==> config.mk <==
export PLATFORM = sky130hd
export DESIGN_NAME = count_enable_gen_flat
export DESIGN_NICKNAME = d
export VERILOG_FILES = /design/src/rtl/count_ctrl_pkg.sv /design/src/rtl/count_enable_gen_if.sv /design/src/rtl/sync_2ff.sv /design/src/rtl/count_enable_gen.sv /design/src/flat_wrapper.sv
export SDC_FILE = /design/constraint.sdc
export NUM_CORES = 1
export LEC_CHECK = 0
export ABC_AREA = 0
export CELL_PAD_IN_SITES_DETAIL_PLACEMENT = 1
export CELL_PAD_IN_SITES_GLOBAL_PLACEMENT = 1
export CORE_MARGIN = 2
export CORE_UTILIZATION = 39
export CTS_CLUSTER_DIAMETER = 50
export DETAILED_ROUTE_END_ITERATION = 16
export GPL_ROUTABILITY_DRIVEN = 0
export GPL_TIMING_DRIVEN = 0
export PLACE_DENSITY_LB_ADDON = 0.3
export SLEW_MARGIN = 15
export SYNTH_ARGS = -nofsm -noshare
export SYNTH_HDL_FRONTEND = slang
export SYNTH_SLANG_ARGS = --single-unit
==> constraint.sdc <==
create_clock -name clock -period 1.5 [get_ports clock]
set_input_delay 0.225 -clock clock [delete_from_list [all_inputs] [get_ports clock]]
set_output_delay 0.225 -clock clock [all_outputs]
set_load 0.01 [all_outputs]
==> src/rtl/count_ctrl_pkg.sv <==
// Shared types and constants for the button-driven
// count enable path.
package count_ctrl_pkg;

  localparam int unsigned TIMER_W = 8;

  localparam int unsigned CYC_MIN = 1;
  localparam int unsigned CYC_MAX = 255;

  typedef enum logic [2:0] {
    IDLE,
    DEB_PRESS,
    HELD,
    REPEAT,
    DEB_RELEASE
  } btn_state_t;

  function automatic logic cyc_ok(int unsigned v);
    return (v >= CYC_MIN) && (v <= CYC_MAX);
  endfunction

endpackage

==> src/rtl/count_enable_gen_if.sv <==
// Button in, enable/pressed out bundle between the
// push-button front end and its consumer.
interface count_enable_gen_if;

  logic button_in;
  logic repeat_en;
  logic enable;
  logic pressed;

  modport master (
    output button_in,
    output repeat_en,
    input  enable,
    input  pressed
  );

  modport slave (
    input  button_in,
    input  repeat_en,
    output enable,
    output pressed
  );

endinterface

==> src/rtl/sync_2ff.sv <==
// Generic two-flop synchronizer with synchronous
// active-high reset.
module sync_2ff #(
  parameter int unsigned WIDTH = 1
) (
  input  logic             clock,
  input  logic             reset,
  input  logic [WIDTH-1:0] d_i,
  output logic [WIDTH-1:0] q_o
);

  logic [WIDTH-1:0] s1_q;
  logic [WIDTH-1:0] s2_q;

  always_ff @(posedge clock) begin
    if (reset) begin
      s1_q <= '0;
      s2_q <= '0;
    end else begin
      s1_q <= d_i;
      s2_q <= s1_q;
    end
  end

  assign q_o = s2_q;

endmodule

==> src/rtl/count_enable_gen.sv <==
// Debounced push-button to single-cycle enable pulses,
// with optional auto-repeat while held.
module count_enable_gen
  import count_ctrl_pkg::*;
#(
  parameter int unsigned DEBOUNCE_CYCLES = 16,
  parameter int unsigned REPEAT_DELAY    = 64,
  parameter int unsigned REPEAT_PERIOD   = 16
) (
  input  logic              clock,
  input  logic              reset,
  count_enable_gen_if.slave bus
);

  if (!cyc_ok(DEBOUNCE_CYCLES)) begin : g_bad_deb
    $error("DEBOUNCE_CYCLES out of range 1..255");
  end
  if (!cyc_ok(REPEAT_DELAY)) begin : g_bad_dly
    $error("REPEAT_DELAY out of range 1..255");
  end
  if (!cyc_ok(REPEAT_PERIOD)) begin : g_bad_per
    $error("REPEAT_PERIOD out of range 1..255");
  end

  localparam logic [TIMER_W-1:0] DEB_LAST =
    TIMER_W'(DEBOUNCE_CYCLES - 1);
  localparam logic [TIMER_W-1:0] DLY_LAST =
    TIMER_W'(REPEAT_DELAY - 1);
  localparam logic [TIMER_W-1:0] PER_LAST =
    TIMER_W'(REPEAT_PERIOD - 1);

  logic s2;

  sync_2ff #(
    .WIDTH (1)
  ) u_sync (
    .clock (clock),
    .reset (reset),
    .d_i   (bus.button_in),
    .q_o   (s2)
  );

  btn_state_t         state_q, state_d;
  logic [TIMER_W-1:0] timer_q, timer_d;
  logic [TIMER_W-1:0] timer_inc;
  logic               enable_q, enable_d;
  logic               pressed_q, pressed_d;

  assign timer_inc = (timer_q == '1) ? timer_q
                                     : timer_q + 1'b1;

  // A falling s2 is checked first in every state so a
  // release always beats a pulse on the same edge.
  always_comb begin
    state_d  = state_q;
    timer_d  = timer_inc;
    enable_d = 1'b0;
    unique case (state_q)
      IDLE: begin
        timer_d = '0;
        if (s2) state_d = DEB_PRESS;
      end
      DEB_PRESS: begin
        if (!s2) begin
          state_d = IDLE;
          timer_d = '0;
        end else if (timer_q == DEB_LAST) begin
          state_d  = HELD;
          timer_d  = '0;
          enable_d = 1'b1;
        end
      end
      HELD: begin
        if (!s2) begin
          state_d = DEB_RELEASE;
          timer_d = '0;
        end else if (bus.repeat_en &&
                     timer_q == DLY_LAST) begin
          state_d  = REPEAT;
          timer_d  = '0;
          enable_d = 1'b1;
        end
      end
      REPEAT: begin
        if (!s2) begin
          state_d = DEB_RELEASE;
          timer_d = '0;
        end else if (!bus.repeat_en) begin
          timer_d = '0;
        end else if (timer_q == PER_LAST) begin
          timer_d  = '0;
          enable_d = 1'b1;
        end
      end
      DEB_RELEASE: begin
        if (s2) begin
          state_d = HELD;
          timer_d = '0;
        end else if (timer_q == DEB_LAST) begin
          state_d = IDLE;
          timer_d = '0;
        end
      end
      default: begin
        state_d = IDLE;
        timer_d = '0;
      end
    endcase
  end

  assign pressed_d = (state_d == HELD)   ||
                     (state_d == REPEAT) ||
                     (state_d == DEB_RELEASE);

  always_ff @(posedge clock) begin
    if (reset) begin
      state_q   <= IDLE;
      timer_q   <= '0;
      enable_q  <= 1'b0;
      pressed_q <= 1'b0;
    end else begin
      state_q   <= state_d;
      timer_q   <= timer_d;
      enable_q  <= enable_d;
      pressed_q <= pressed_d;
    end
  end

  assign bus.enable  = enable_q;
  assign bus.pressed = pressed_q;

endmodule
==> src/flat_wrapper.sv <==
// flat-port wrapper written by rule: the top's interface ports become plain ports
module count_enable_gen_flat import count_ctrl_pkg::*;
#(
  parameter int unsigned DEBOUNCE_CYCLES = 16,
  parameter int unsigned REPEAT_DELAY    = 64,
  parameter int unsigned REPEAT_PERIOD   = 16
)
  (clock, reset, bus_button_in, bus_repeat_en, bus_enable, bus_pressed);
  count_enable_gen_if bus_i ();
  input  logic clock;
  input  logic reset;
  input wire logic [$bits(bus_i.button_in)-1:0] bus_button_in;
  input wire logic [$bits(bus_i.repeat_en)-1:0] bus_repeat_en;
  output wire logic [$bits(bus_i.enable)-1:0] bus_enable;
  output wire logic [$bits(bus_i.pressed)-1:0] bus_pressed;
  assign bus_i.button_in = bus_button_in;
  assign bus_i.repeat_en = bus_repeat_en;
  assign bus_enable = bus_i.enable;
  assign bus_pressed = bus_i.pressed;
  count_enable_gen #(.DEBOUNCE_CYCLES(DEBOUNCE_CYCLES), .REPEAT_DELAY(REPEAT_DELAY), .REPEAT_PERIOD(REPEAT_PERIOD)) u_core (.clock(clock), .reset(reset), .bus(bus_i));
endmodule
==> flow_summary.json, run 1 <==
{
  "hold_path_class": "reg -> reg",
  "final_area_um2": 1010,
  "firstDrtPassIters": 4,
  "status": "complete, but fails checks",
  "path_class": "reg -> reg",
  "nNetsFinal": 103,
  "synth_nets": 86,
  "utilization_pct": 51.3,
  "clock_latency_ns": 0.28,
  "cts_hold_buf": 0,
  "cp-start-kind": "flip-flop",
  "postLayoutSetupSlackWorst_ns": -0.0804,
  "dpl_cell_area_um2": 907,
  "die_area_um2": 2450,
  "skew_ns": 0.00136,
  "synthTopCellsByArea": "dfxtp_1 37%, o32a_4 5.6%, nor3_1 4.3%",
  "crit_chain": "ha_4 -> and2_4 -> and4_4 -> o32a_4 -> nor4_2",
  "clk_path_buf_depth": 2,
  "htree_num_levels": 1,
  "dieWidth_um": 49.5,
  "antennaDiodeCount": 0,
  "routed-via-count": 699,
  "synthCells": 81,
  "areaGrowthSynthToFinish_pct": 24.6,
  "place_ws_ns": -0.253,
  "internal_power_uw": 518,
  "rows": 16,
  "ios": 6,
  "cp.required_ns": 1.70,
  "fill_cells": 237,
  "start_util_pct": 41.2,
  "cts_sinks": 15,
  "final.min_clock_period_ns": 1.58,
  "fmax_mhz": 633,
  "ys_types": 38,
  "slew_viol_final": 0,
  "avgSynthCellArea_um2": 9.98,
  "setup-tns-final_ns": -0.263,
  "synth_top_cell_area_share_pct": 37.2,
  "totalWireLength_mm": 1.84,
  "finalSetupViolCount": 5,
  "drive_gt1_share_pct": 34.0,
  "swShare_pct": 22.3,
  "grt_use_total_pct": 17.5,
  "critPathTopFamily": "simple AND/OR/NAND/NOR gates",
  "switchingPower_uw": 149,
  "power_frac_clock_pct": 34.4,
  "finalHoldViolations": 0,
  "synth-seq-area-share_pct": 37.2,
  "p_per_area_nw_per_um2": 662,
  "critPathMaxFanout": 8,
  "overflow": 0,
  "relSlewSlack_pct": 78.0,
  "grt_pass1_wl_mm": 3.28,
  "cap_violations": 0,
  "path_clk_slew_ns": 0.09,
  "cp.arrival_ns": 1.78,
  "ir_drop_v": 0.000361,
  "slowest_stage": "o32a_4",
  "die_h_um": 49.5,
  "first_iter_violations": 6,
  "cts_root_buf": "clkbuf_4",
  "cts_tree": "built",
  "p_seq_share_pct": 60.5,
  "hpwl_mm": 1.28,
  "worstMarginPinSlew_ns": 0.325,
  "vias_per_cell": 5.64,
  "cts_buffers": 3,
  "drtAntennaViolNets": 0,
  "synth_top_cell_by_area": "dfxtp_1",
  "core_um2": 1960,
  "antenna_found_initial": 0,
  "port_buffers": 5,
  "yosys_warnings": 0,
  "grt_pass1_vias": 711,
  "grt_max_degree": 11,
  "ys_ff_latch": 15,
  "cellLeakagePower_uw": 0.000335,
  "power_frac_comb_pct": 5.1,
  "synth_area_um2": 808,
  "critPathBufInv": 0,
  "final.period_utilization_pct": 105,
  "max_stage_delay_ns": 0.38,
  "endpoint_kind": "flip-flop",
  "rsz0062_at_grt": "yes",
  "violations": "negative setup slack",
  "wl_per_cell_um": 14.8,
  "drc": 0
}
==> kinds of logic after synthesis <==
family	after synthesis	synth area share [%]
AO/OA/AOI/OAI	17	21.2
XOR/XNOR	3	3.25
adder cells (fa/ha/maj)	1	1.55
buffers and inverters	3	2.01
flip-flops	15	37.2
multiplexers	1	1.24
AND/OR/NAND/NOR	41	33.6
==> cell type report <==
class / instances / area (um^2) / area share [%]
Timing Repair Buffer: 12 / 106 / 10.6
Multi-Input combinational cell: 63 / 520 / 51.7
Sequential cell: 15 / 303 / 30.1
Clock buffer: 3 / 22.5 / 2.24
Tap cell: 27 / 33.8 / 3.35
Inverter: 1 / 3.75 / 0.373
Clock inverter: 1 / 5.00 / 0.497
Buffer: 2 / 12.5 / 1.24
==> state kept, by name, indices dropped and copies added, names as in the netlist <==
name / cells
u_core.u_sync.s1_q: 1
u_core.u_sync.q_o: 1
u_core.state_q: 3
u_core.bus.pressed: 1
u_core.bus.enable: 1
u_core.timer_q: 8
==> cell usage after synthesis <==
master / count
a2111oi_4: 1
a211oi_1: 3
a21oi_1: 2
a2bb2oi_1: 1
a311oi_1: 1
a31o_2: 1
a31oi_1: 1
and2_2: 1
and2_4: 1
and3_1: 2
and3_2: 1
and3_4: 1
and4_2: 1
and4_4: 1
and4b_2: 1
buf_2: 1
buf_4: 1
dfxtp_1: 15
ha_1: 1
inv_1: 1
mux2i_1: 1
nand2_1: 1
nand2b_1: 2
nand3_1: 4
nand4_1: 1
nor2_1: 6
nor2_4: 1
nor2b_1: 4
nor3_1: 7
nor3b_1: 1
nor4_1: 2
nor4_2: 2
nor4bb_1: 1
o211ai_1: 2
o21ai_0: 2
o31a_1: 1
o32a_4: 2
xor2_1: 3
==> worst register-to-register path: cells and delay by family, from the launching register on <==
family / cells / cell delay [ns]
AO/OA/AOI/OAI: 1 / 0.38
adder cells (fa/ha/maj): 1 / 0.16
flip-flops: 1 / 0.35
AND/OR/NAND/NOR: 3 / 0.61
==> stage by stage <==
stage / hold WS (ns) / std cells / power, uW
after floorplan: 0.297 / 81 / 427
after global placement: 0.420 / 113 / 441
after detailed placement: 0.439 / 113 / 442
after CTS: 0.462 / 124 / 684
after global routing: 0.478 / 124 / 706
final: 0.456 / 124 / 667
==> power by group through the flow <==
stage | Combinational [uW] | Sequential [uW] | Clock [uW]
2_1_floorplan | 15.5 | 412 | 0
3_3_place_gp | 29.0 | 412 | 0
3_5_place_dp | 29.3 | 413 | 0
4_1_cts | 34.4 | 403 | 246
5_1_grt | 37.3 | 404 | 265
6_report | 34.1 | 403 | 229
==> cells in the final DEF (no fill, tap or decap), types with 2 or more instances in the layout <==
cell type        instances
dfxtp_1                 13
buf_4                    7
nor2_1                   6
clkdlybuf4s50_1          5
nand3_1                  4
nor2b_1                  4
nor3_1                   4
a211oi_1                 3
xor2_1                   3
nor3_2                   3
clkbuf_4                 3
nand2b_1                 2
and4_4                   2
o32a_4                   2
and3_1                   2
nor4_1                   2
o21ai_0                  2
a21oi_1                  2
nor4_2                   2
o211ai_1                 2
dfxtp_2                  2
==> what timing repair did <==
item	in CTS	in global routing
resized for setup	5	0
buffers inserted	7	0
setup endpoints to repair	8	8
pin swaps	5	0
==> per-layer routing <==
layer / GRT usage (%) / up-vias / wire, um
met5: 0 / - / 0
met4: 6.94 / 0 / 15
met3: 3.03 / 2 / 39
met2: 29.3 / 5 / 913
met1: 22.3 / 347 / 867
li1: - / 345 / -
==> final timing paths <==
path                                      start                           end  slack, ns  cells past startpoint
setup / recovery   u_core.timer_q[1]$_SDFF_PP0_  u_core.timer_q[6]$_SDFF_PP0_      -0.08                      5
hold / removal    u_core.u_sync.s1_q$_SDFF_PP0_  u_core.u_sync.q_o$_SDFF_PP0_       0.46                      1
setup reg to reg   u_core.timer_q[1]$_SDFF_PP0_  u_core.timer_q[6]$_SDFF_PP0_      -0.08                      5
hold reg to reg   u_core.u_sync.s1_q$_SDFF_PP0_  u_core.u_sync.q_o$_SDFF_PP0_       0.46                      1
No activity file was read; power rests on OpenSTA's default activity.
==> run 2, diff against run 1 <==
- CORE_MARGIN: 2 -> 1.5
- TNS_END_PERCENT: unset -> 100
- clock period: 1.5 -> 1.4 ns (I/O delays scaled with it)
==> run 2 against run 1 <==
  * The flow still finishes with violations (negative setup slack)
  * Clock-buffer cell count up 1
  * Routed wire length increased by 7.7%
  * Combinational power up 11%
  * Largest power group unchanged
  * Power rose by 9.1%
  * Register-to-register slack got worse by 0.11 ns
  * Clock power rose by 14%
==> flow_summary.json, run 2 (synthesis gave the netlist of run 1 again) <==
{
  "slowest_stage": "dfxtp_4",
  "gr-usage-met1_pct": 20.2,
  "fmax_mhz": 630,
  "switchingPower_uw": 169,
  "regToRegStartpoint": "u_core.timer_q[1]$_SDFF_PP0_",
  "core_um2": 1960,
  "overflow": 0,
  "drtAntennaViolNets": 0,
  "largestRegisters": "u_core.timer_q (8), u_core.state_q (3)",
  "critPathMaxFanout": 5,
  "start_util_pct": 41.2,
  "ios": 6,
  "worstMarginPinSlew_ns": 0.313,
  "r2r-end": "u_core.timer_q[2]$_SDFF_PP0_",
  "clk_path_buf_depth": 2,
  "cp.arrival_ns": 1.79,
  "largest_reg_flops": 8,
  "postLayoutSetupSlackWorst_ns": -0.187,
  "dieWidth_um": 48.5,
  "cts_tree": "built",
  "cts_buffers": 3,
  "critPathTopFamily": "compound AO/OA/AOI/OAI gates",
  "nNetsFinal": 103,
  "swShare_pct": 23.3,
  "die_h_um": 48.5,
  "grt_pass1_vias": 701,
  "firstDrtPassIters": 3,
  "cp.required_ns": 1.60,
  "path_class": "reg -> reg",
  "hold-worst-slack_ns": 0.449,
  "grt_use_met2_pct": 30.1,
  "worst-r2r-setup-slack_ns": -0.19,
  "p_per_area_nw_per_um2": 714,
  "cts_root_buf": "clkbuf_4",
  "power_frac_comb_pct": 5.2,
  "violations": "negative setup slack",
  "crit_chain": "ha_4 -> and2_4 -> and4_4 -> o32a_4 -> a2111oi_4",
  "holdCritStartpoint": "u_core.u_sync.s1_q$_SDFF_PP0_",
  "cap_violations": 0,
  "drive_gt1_share_pct": 35.1,
  "finalHoldViolations": 0,
  "internal_power_uw": 558,
  "hpwl_mm": 1.25,
  "status": "complete, but fails checks",
  "p_seq_share_pct": 59.1,
  "totalWireLength_mm": 1.98,
  "max_stage_delay_ns": 0.36,
  "cts_sinks": 15,
  "endpoint_kind": "flip-flop",
  "hold_path_class": "reg -> reg",
  "critPathBufInv": 0,
  "path_clk_slew_ns": 0.09,
  "grt_use_total_pct": 18.0,
  "grt_max_degree": 11,
  "slew_viol_final": 0,
  "power_frac_clock_pct": 35.7,
  "relSlewSlack_pct": 78.8,
  "routed-via-count": 701,
  "die_area_um2": 2350,
  "skew_ns": 0.000982,
  "final.min_clock_period_ns": 1.59,
  "grt_pass1_wl_mm": 3.16,
  "cts_hold_buf": 0,
  "wl_per_cell_um": 16.0,
  "top_usage_layer": "met2",
  "htree_num_levels": 1,
  "port_buffers": 5,
  "rows": 16,
  "regMostFlops": "u_core.timer_q",
  "first_iter_violations": 9,
  "areaGrowthSynthToFinish_pct": 26.2,
  "final.period_utilization_pct": 113,
  "antenna_found_initial": 0,
  "grt_use_met3_pct": 5.86,
  "layout_common_cells": "12 x dfxtp_1, 7 x buf_4, 6 x nor2_1",
  "fill_cells": 243,
  "ir_drop_v": 0.000766,
  "final_common_cell": "dfxtp_1",
  "hold_path_depth": 1,
  "setup-tns-final_ns": -0.947,
  "antennaDiodeCount": 0,
  "reg2reg_depth": 5,
  "vias_per_cell": 5.65,
  "cellLeakagePower_uw": 0.000371,
  "min_to": "u_core.u_sync.q_o$_SDFF_PP0_",
  "drc": 0,
  "finalSetupViolCount": 10,
  "rsz0062_at_grt": "yes",
  "cp-start-kind": "flip-flop",
  "clock_latency_ns": 0.29
}
run 2: repair_timing:
action	4_1_cts	5_1_grt
setup endpoints to repair	8	14
pin swaps	3	4
setup buffers	5	2
gates resized for setup	2	8
cloned	0	0
run 2: stage by stage:
step                      worst slack, ns  util [%]  power [uW]  cell area (um^2)  std cells
after floorplan                    -0.171         -         458               823         81
after global placement             -0.321      46.2         473               907        113
after detailed placement           -0.355      46.2         473               907        113
after CTS                          -0.172      49.9         741               980        122
after global routing               -0.227      52.0         768              1020        124
final                              -0.187      52.0         728              1020        124
run 2: worst max path at each step:
stage / startpoint / end / slack (ns) / cells after the start
2_1_floorplan: u_core.timer_q[0]$_SDFF_PP0_ / u_core.timer_q[2]$_SDFF_PP0_ / -0.17 / 5
3_3_place_gp: bus_repeat_en / u_core.timer_q[2]$_SDFF_PP0_ / -0.32 / 5
3_5_place_dp: bus_repeat_en / u_core.timer_q[2]$_SDFF_PP0_ / -0.36 / 5
4_1_cts: u_core.timer_q[0]$_SDFF_PP0_ / u_core.timer_q[2]$_SDFF_PP0_ / -0.17 / 5
5_1_grt: u_core.timer_q[1]$_SDFF_PP0_ / u_core.timer_q[2]$_SDFF_PP0_ / -0.23 / 5
6_report: u_core.timer_q[1]$_SDFF_PP0_ / u_core.timer_q[2]$_SDFF_PP0_ / -0.19 / 5
run 2: power groups by stage:
stage,Clock (uW),Combinational [uW],Sequential (uW)
after CTS,273,36.2,432
after global placement,0,30.9,442
final,260,37.8,430
after floorplan,0,16.6,441
after detailed placement,0,31.5,442
after global routing,297,40.7,430
run 2: worst register-to-register path: cells and delay by family, from the launching register on:
| family | cells | cell delay (ns) |
|---|---|---|
| and+or+nand+nor | 2 | 0.30 |
| AOI/OAI and AO/OA | 2 | 0.67 |
| DFF | 1 | 0.36 |
| adders and majority gates | 1 | 0.17 |
run 2: layout make-up:
type / instances / area (um^2) / area share (%)
well taps: 27 / 33.8 / 3.31
flip-flops and latches: 15 / 307 / 30.1
multi-input cells: 63 / 526 / 51.5
clock buffers: 4 / 26.3 / 2.58
repair buffers: 12 / 111 / 10.9
plain buffers: 2 / 12.5 / 1.23
inverters: 1 / 3.75 / 0.368
run 2: routing by layer:
metal / up-vias / share of wire (%)
li1: 346 / -
met5: - / 0
met3: 5 / 2.6
met1: 344 / 44
met2: 6 / 51
met4: 0 / 2.1
